## src/rtl/geogenius_pkg.sv

```systemverilog
// Shared constants for the geogenius round sequencer: state codes and counter widths.
package geogenius_pkg;

  localparam int unsigned ADDR_W = 4;
  localparam int unsigned TMR_W  = 16;

  typedef enum logic [3:0] {
    StInicial    = 4'h0,
    StPrepara    = 4'h1,
    StMostra     = 4'h2,
    StApaga      = 4'h3,
    StEspera     = 4'h4,
    StRegistra   = 4'h5,
    StCompara    = 4'h6,
    StProxJogada = 4'h7,
    StProxRodada = 4'h8,
    StAcertou    = 4'hA,
    StTout       = 4'hD,
    StErrou      = 4'hE
  } estado_t;

endpackage

```

## src/rtl/contador_temporizador.sv

```systemverilog
// Up-counter with synchronous clear; fim flags the last counted cycle of a window of
// limite cycles (a limit of 0 behaves like 1).
module contador_temporizador
  import geogenius_pkg::*;
#(
  parameter int unsigned W = TMR_W
) (
  input  logic         clock,
  input  logic         reset,
  input  logic         zera,
  input  logic         conta,
  input  logic [W-1:0] limite,
  output logic         fim
);

  logic [W-1:0] valor_q;

  always_ff @(posedge clock or posedge reset) begin
    if (reset) begin
      valor_q <= '0;
    end else if (zera) begin
      valor_q <= '0;
    end else if (conta) begin
      valor_q <= valor_q + W'(1);
    end
  end

  assign fim = conta && (({1'b0, valor_q} + (W + 1)'(1)) >= {1'b0, limite});

endmodule

```

## src/rtl/controle_rodadas.sv

```systemverilog
// Round sequencer for the geogenius memory game.
// Define TIMEOUT_EN to build the per-move timeout timer and the TOUT terminal state.
module controle_rodadas
  import geogenius_pkg::*;
#(
  parameter int unsigned N_RODADAS = 16,
  parameter int unsigned T_LED     = 1000,
  parameter int unsigned T_APAGA   = 250,
  parameter int unsigned T_TIMEOUT = 5000
) (
  input  logic              clock,
  input  logic              reset,
  input  logic              jogar,
  input  logic              dificuldade,
  input  logic              fez_jogada,
  input  logic              jogada_igual_memoria,
  output logic [ADDR_W-1:0] endereco,
  output logic [ADDR_W-1:0] rodada,
  output logic              liga_led,
  output logic              registraR,
  output logic              pronto,
  output logic              acertou,
  output logic              errou,
  output logic              timeout,
  output logic [3:0]        db_estado
);

  localparam logic [ADDR_W-1:0] UltimaRodada = ADDR_W'(N_RODADAS - 1);
  localparam logic [TMR_W-1:0]  TLedN        = TMR_W'(T_LED);
  localparam logic [TMR_W-1:0]  TLedH        = TMR_W'(T_LED >> 1);
  localparam logic [TMR_W-1:0]  TApaga       = TMR_W'(T_APAGA);

  estado_t           estado_q, estado_d;
  logic [ADDR_W-1:0] endereco_q, endereco_d;
  logic [ADDR_W-1:0] rodada_q, rodada_d;
  logic              dificil_q, dificil_d;
  logic              fim_led, fim_tout;
  logic              led_ativo;
  logic [TMR_W-1:0]  led_limite;

  // One timer serves both the lit window and the gap; it restarts at each phase boundary.
  assign led_ativo  = (estado_q == StMostra) || (estado_q == StApaga);
  assign led_limite = (estado_q == StMostra) ? (dificil_q ? TLedH : TLedN) : TApaga;

  contador_temporizador #(.W(TMR_W)) u_tmr_led (
    .clock  (clock),
    .reset  (reset),
    .zera   (!led_ativo || fim_led),
    .conta  (led_ativo),
    .limite (led_limite),
    .fim    (fim_led)
  );

`ifdef TIMEOUT_EN
  localparam logic [TMR_W-1:0] TToutN = TMR_W'(T_TIMEOUT);
  localparam logic [TMR_W-1:0] TToutH = TMR_W'(T_TIMEOUT >> 1);

  contador_temporizador #(.W(TMR_W)) u_tmr_jogada (
    .clock  (clock),
    .reset  (reset),
    .zera   (estado_q != StEspera),
    .conta  (estado_q == StEspera),
    .limite (dificil_q ? TToutH : TToutN),
    .fim    (fim_tout)
  );

  assign timeout = (estado_q == StTout);
`else
  logic unused_t_timeout;
  assign unused_t_timeout = ^TMR_W'(T_TIMEOUT);
  assign fim_tout         = 1'b0;
  assign timeout          = 1'b0;
`endif

  always_comb begin
    estado_d   = estado_q;
    endereco_d = endereco_q;
    rodada_d   = rodada_q;
    dificil_d  = dificil_q;
    unique case (estado_q)
      StInicial, StAcertou, StErrou, StTout: begin
        if (jogar) begin
          estado_d   = StPrepara;
          endereco_d = '0;
          rodada_d   = '0;
        end
      end
      StPrepara: begin
        endereco_d = '0;
        rodada_d   = '0;
        dificil_d  = dificuldade;
        estado_d   = StMostra;
      end
      StMostra: begin
        if (fim_led) estado_d = StApaga;
      end
      StApaga: begin
        if (fim_led) begin
          if (endereco_q == rodada_q) begin
            endereco_d = '0;
            estado_d   = StEspera;
          end else begin
            endereco_d = endereco_q + ADDR_W'(1);
            estado_d   = StMostra;
          end
        end
      end
      StEspera: begin
        // A move arriving on the terminal-count cycle takes priority over the timeout.
        if (fez_jogada)    estado_d = StRegistra;
        else if (fim_tout) estado_d = StTout;
      end
      StRegistra: estado_d = StCompara;
      StCompara: begin
        if (!jogada_igual_memoria)          estado_d = StErrou;
        else if (endereco_q < rodada_q)     estado_d = StProxJogada;
        else if (rodada_q == UltimaRodada)  estado_d = StAcertou;
        else                                estado_d = StProxRodada;
      end
      StProxJogada: begin
        endereco_d = endereco_q + ADDR_W'(1);
        estado_d   = StEspera;
      end
      StProxRodada: begin
        rodada_d   = rodada_q + ADDR_W'(1);
        endereco_d = '0;
        estado_d   = StMostra;
      end
      default: estado_d = StInicial;
    endcase
  end

  always_ff @(posedge clock or posedge reset) begin
    if (reset) begin
      estado_q   <= StInicial;
      endereco_q <= '0;
      rodada_q   <= '0;
      dificil_q  <= 1'b0;
    end else begin
      estado_q   <= estado_d;
      endereco_q <= endereco_d;
      rodada_q   <= rodada_d;
      dificil_q  <= dificil_d;
    end
  end

  assign endereco  = endereco_q;
  assign rodada    = rodada_q;
  assign liga_led  = (estado_q == StMostra);
  assign registraR = (estado_q == StRegistra);
  assign acertou   = (estado_q == StAcertou);
  assign errou     = (estado_q == StErrou);
  assign pronto    = acertou || errou || (estado_q == StTout);
  assign db_estado = estado_q;

endmodule

```

## config.mk

```make
export PLATFORM = sky130hd
export DESIGN_NAME = controle_rodadas
export DESIGN_NICKNAME = d
export VERILOG_FILES = /design/src/rtl/geogenius_pkg.sv /design/src/rtl/contador_temporizador.sv /design/src/rtl/controle_rodadas.sv
export SDC_FILE = /design/constraint.sdc
export NUM_CORES = 1
export LEC_CHECK = 0
export CAP_MARGIN = 20
export CORE_AREA = 2 2 66 68
export DETAILED_ROUTE_END_ITERATION = 10
export DIE_AREA = 0 0 68 70
export GPL_ROUTABILITY_DRIVEN = 1
export GPL_TIMING_DRIVEN = 0
export HOLD_SLACK_MARGIN = 0.05
export PLACE_DENSITY = 0.75
export RECOVER_POWER = 100
export SLEW_MARGIN = 20
export SYNTH_ARGS = -nofsm -noshare
export SYNTH_HDL_FRONTEND = slang
export SYNTH_SLANG_ARGS = --single-unit
```

## constraint.sdc

```tcl
create_clock -name clock -period 2.6 [get_ports clock]
set_input_delay 0.26 -clock clock [delete_from_list [all_inputs] [get_ports clock]]
set_output_delay 0.26 -clock clock [all_outputs]
set_load 0.02 [all_outputs]
```

Yosys cells after proc, flatten, opt, wreduce, memory -nomap -nowiden --
Cells that the tools add are included.
Word-level totals: bits of input ports 6, logic and storage cells 61, bits in registers 29
Cells by class: magnitude comparators 2, equal/unequal tests 17, reductions and logical operators 15, add/sub/neg operators 4, multiplexer cells 18
Operators with widths (number):
- $mux 4 | 9
- $mux 16 | 2
- $pmux 4 s8 | 1
- $eq 4x4->1 const B | 5
- $mux 10 | 2
- $add 16x1->17 const B | 1
- $ge 17x10->1 | 1
- $add 16x1->16 const B | 1
- $eq 4x3->1 const B | 4
- $pmux 4 s4 | 1
- $pmux 4 s3 | 1
- $add 4x1->4 const B | 2
- $eq 4x2->1 const B | 2
- $ne 2x2->1 const B | 3
- $eq 4x1->1 const B | 1
- $eq 4x4->1 | 1
- $logic_not 4->1 | 1
- $logic_or 1x1->1 | 4
- $lt 4x4->1 | 1
- $reduce_and 4->1 | 1
- $reduce_bool 4->1 | 1
- $reduce_or 4->1 | 1
- $mux 3 | 1
- $reduce_and 3->1 | 1
- 8 further kinds | 8

Depth between registers and ports, before layout --
depth in word-level cells 6, gate-level depth with buffers 12, mapped depth without buffers 11

Cells and area by module --
Synthesis repeated with hierarchy kept, for this count alone.
Second synthesis, totals: cells, all modules 304, area, all modules 2534.9 um2
Modules (own cells, without submodules):
- contador_temporizador | area an instance 1386.3 um2, times used 1, seq. area each 400.4 um2, cells an instance 167
- controle_rodadas | area an instance 1148.6 um2, times used 1, seq. area each 325.3 um2, cells an instance 137

Least setup slack after synthesis --
OpenSTA, ideal clock, no wires.
path kind register to register, start register estado_q[0], in the netlist db_estado[0], end register estado_q[2], in the netlist db_estado[2], data arrival time 3.053 ns, path buffers 1, period minus slack after synthesis 3.173 ns, slack -0.573 ns, data required time 2.480 ns, setup time 0.120 ns, stages on the path, launching flop included 12, cells stage by stage dfrtp_1 clkbuf_1 nand2b_1 nor3_1 nand2_1 ha_1 and3b_1 o21ai_0 a22oi_2 a22oi_4 nand4_4 a41o_1
On the way: cells in the longest elaborated chain, start to end 6, elaborated cells on any way between the ends 24, those cells by class order compare: 1; eq/ne: 15; mux: 2; reduce/logical: 6
RTL lines:
- start, declared | RTL line controle_rodadas.sv:33 | estado_t estado_q, estado_d;
- start signal, assigned | RTL line controle_rodadas.sv:135 | estado_q <= StInicial;
- start signal, assigned | RTL line controle_rodadas.sv:140 | estado_q <= estado_d;
- $eq 4x2->1 (*)
- net liga_led | RTL line controle_rodadas.sv:19 | output logic liga_led,
- $mux 10 | RTL line controle_rodadas.sv:43 | assign led_limite = (estado_q == StMostra) ? (dificil_q ? TLedH : TLedN) : TApaga;
- $ge 17x10->1 | RTL line contador_temporizador.sv:28 | assign fim = conta && (({1'b0, valor_q} + (W + 1)'(1)) >= {1'b0, limite});
- $logic_and 1x1->1 | RTL line contador_temporizador.sv:28
- $ne 2x2->1 (no source line) / $ne 2x1->1 (equally long branches)
- $reduce_and 4->1 (no source line)
Mark *: on every way through the listed nets, which the timed path passes. The rest lies on a longest branch. A chain may end at the register's enable or synchronous reset.

Worst setup path in the final report --
start register u_tmr_led.valor_q[1], end register u_tmr_led.valor_q[9]
On the way: cells in the longest elaborated chain, start to end 5, elaborated cells on any way between the ends 8, those cells by class add/sub: 2; order compare: 1; mux: 2; reduce/logical: 3
RTL lines:
- start, declared | RTL line contador_temporizador.sv:16 | logic [W-1:0] valor_q;
- start signal, assigned | RTL line contador_temporizador.sv:24 | valor_q <= valor_q + W'(1);
- $add 16x1->17 | RTL line contador_temporizador.sv:28
- $ge 17x10->1 | RTL line contador_temporizador.sv:28
- $logic_and 1x1->1 | RTL line contador_temporizador.sv:28
- $logic_or 1x1->1 | RTL line controle_rodadas.sv:48 | .zera (!led_ativo || fim_led),
- $mux 16 / $reduce_bool 2->1 (equally long branches)
Parallel ways exist; a longest one is shown, timed or not. The select of a mux whose other input is x is not followed.

==> metrics.txt <==
status=finished, final reports clean; Clk Latency, worst-skew pair=0.28 ns; final hold violations=0; post-synth top area share=36.62%; I/O pin cnt=24; Tot GR Track Use=20.35%; die footprint=0.004760 sq mm; flops & latches, synth=29; Post-synth ARST share=100.0%; synth cell count leaders=dfrtp_1, inv_1, nor2_1; Avg Cell Area, Syn=9.218 sq um; Critical Path Start Type=register; top post-synthesis cells by area=dfrtp_1, ha_1, inv_1, o21ai_0, nand3_1; share of layout cells above drive strength 1=23.25%; largest net degree at the start of global routing=30; average via count per standard cell=5.594; Starting Density=47.83%; crit path time final=2.551 ns; total grt overflow=0; slew at the pin closest to its max-slew limit=1.148 ns; worst-path maximum fanout=6; leak pwr=1.291 nW; EDFF count, synth=0; root buffer cell=clkbuf_8; port buffer count=22; max-cap viol count=0; row cnt=24; Area Growth Syn to Fin=34.41%; number of max-slew violations in the final report=0; antenna-violating nets left=0; CTS tree=yes; Sink Count=29; fin util=64.28%; DRC Markers=0; GP Congestion=0.8701; unrepaired setup endpoints after global routing=true; H-Tree Depth=2; Clock Tree Buf Depth=2; clk slew on worst S/H paths=0.07 ns; CTS Hold Buffers Added=0; DPL Wire Length=3.187 mm; Crit. End Element=register; Routed WL per cell=14.33 microns; Fmax achieved=392.1 MHz; global-route wire length before repair=7.486 mm; CTS Buf Count=5; main flop type after synthesis=dfrtp_1; WP data arrival=2.77 ns; total power=2.046 mW; sequential area share after synthesis=36.62%; skew final=0.009044 ns; Critical Path RT=2.82 ns; fin nets=289; max_slew headroom=23.40%; Post-Route WL=4.629 mm; vias in the first global route=1635; DR vias=1807; mapped cell area=0.001982 sq mm; Die Span Y=70 microns; Crit Path Category=reg2reg; 1st-iter DRT viols=87; period utilization=98.10%; VDD IR max=0.3844 mV; antenna diode instance count=0; PD cells=767.9 mW/mm^2; leading area contributor after synthesis=dfrtp_1; Ys Warns=0; core footprint=0.004144 sq mm; initial antenna violation count=0; count of final setup violators=0; Gate Count Post-Synth=215; worst hold path type=reg2reg; die width=68 microns; synth unique cells=59; fillers=331; top-count cell post-synth=dfrtp_1; 1st-pass router iterations=5
sequential cells by signal, indices dropped and copies added, names as in the netlist:
name               flops
db_estado              4
dificil_q              1
endereco               4
rodada                 4
u_tmr_led.valor_q     16
where the power goes:
part / switching [mW] / internal, mW / leakage (nW)
logic: 0.534 / 0.438 / 0.857
clock network: 0.170 / 0.312 / 0.0585
registers: 0.0776 / 0.514 / 0.375
worst paths after layout:
kind / slack, ns / depth (start not counted) / endpoint / start
worst max-delay path: 0.05 / 10 / u_tmr_led.valor_q[9]$_DFFE_PP0P_ / u_tmr_led.valor_q[1]$_DFFE_PP0P_
worst min-delay path: 0.52 / 1 / rodada[3]$_DFFE_PP0P_ / rodada[3]$_DFFE_PP0P_
worst max register to register: 0.05 / 10 / u_tmr_led.valor_q[9]$_DFFE_PP0P_ / u_tmr_led.valor_q[1]$_DFFE_PP0P_
worst min register to register: 0.52 / 1 / rodada[3]$_DFFE_PP0P_ / rodada[3]$_DFFE_PP0P_
max in group asynchronous: 1.11 / 2 / db_estado[3]$_DFFE_PP0P_ / reset
min in group asynchronous: 0.72 / 2 / u_tmr_led.valor_q[12]$_DFFE_PP0P_ / reset
critical path, stage by stage, from the launching register on:
cell and delay [ns]:
dfrtp_1 0.42, nand4_1 0.23, nor2_4 0.20, nand2_2 0.09, xnor2_2 0.15, ha_1 0.31, a21oi_2 0.16, nand4_1 0.15
a22oi_4 0.33, and4_4 0.31, and2_1 0.14
per-stage QoR:
stage	instance area [sq um]	setup slack, ns	cells	hold slack (ns)	setup TNS (ns)
floorplan	2044	-0.05225	221	0.3380	-0.1541
global placement	2330	-0.1890	295	0.4969	-1.402
detailed placement	2330	-0.1981	295	0.4927	-1.679
CTS	2539	0.02071	313	0.3923	0
global route	2664	-0.04800	323	0.5433	-0.3097
finish	2664	0.04941	323	0.5216	0
cells in the final DEF, fill, tap and decap left out, types with 3 or more instances in the layout:
cell / n
nand3_1: 13
ha_1: 11
o21a_1: 3
o21ai_1: 3
clkdlybuf4s50_1: 5
buf_4: 22
dfrtp_2: 5
a31oi_1: 3
and3_1: 4
and2_1: 9
dfrtp_1: 24
inv_1: 19
o221ai_1: 3
nor2_1: 15
nand4_1: 5
nor3_1: 4
conb_1: 7
clkbuf_8: 7
o21ai_0: 12
nand2_1: 11
nor2b_1: 3
dlygate4sd3_1: 16
a21oi_1: 3
a21oi_2: 3
cells by family after synthesis:
logic type      after synthesis  synth area share [%]
compound gates               51                 19.89
xor+xnor                      6                 2.651
fa+ha+maj                    13                 8.207
buf+inv                      24                 4.798
flops                        29                 36.62
mux                           4                 2.336
other cells                   1                0.1892
simple gates                 87                 25.32
cell type report:
class	count	area, sq um	area share, %
multi-input cells	168	1270	47.68
flip-flops and latches	29	732.0	27.48
repair buffers	44	382.9	14.37
clock buffers	7	86.33	3.241
inverters	19	71.32	2.677
well taps	52	65.06	2.442
clock inverters	1	30.03	1.127
plain buffers	3	26.28	0.9864
routing by layer:
metal	part of all wire (%)	track usage [%]	routed length, microns
met1	43	26.59	2010
met2	52	33.55	2395
met3	3.8	5.314	176
met4	0.99	4.000	46
met5	0	0	0
what timing repair did:
action | in CTS | in global routing
endpoints found under the setup margin | 17 | 18
pin swaps | 8 | 13
hold endpoints to repair | 0 | 0
gates resized for setup | 7 | 13
buffers inserted | 12 | 10
Note: power is estimated with default switching activity, not from simulation.
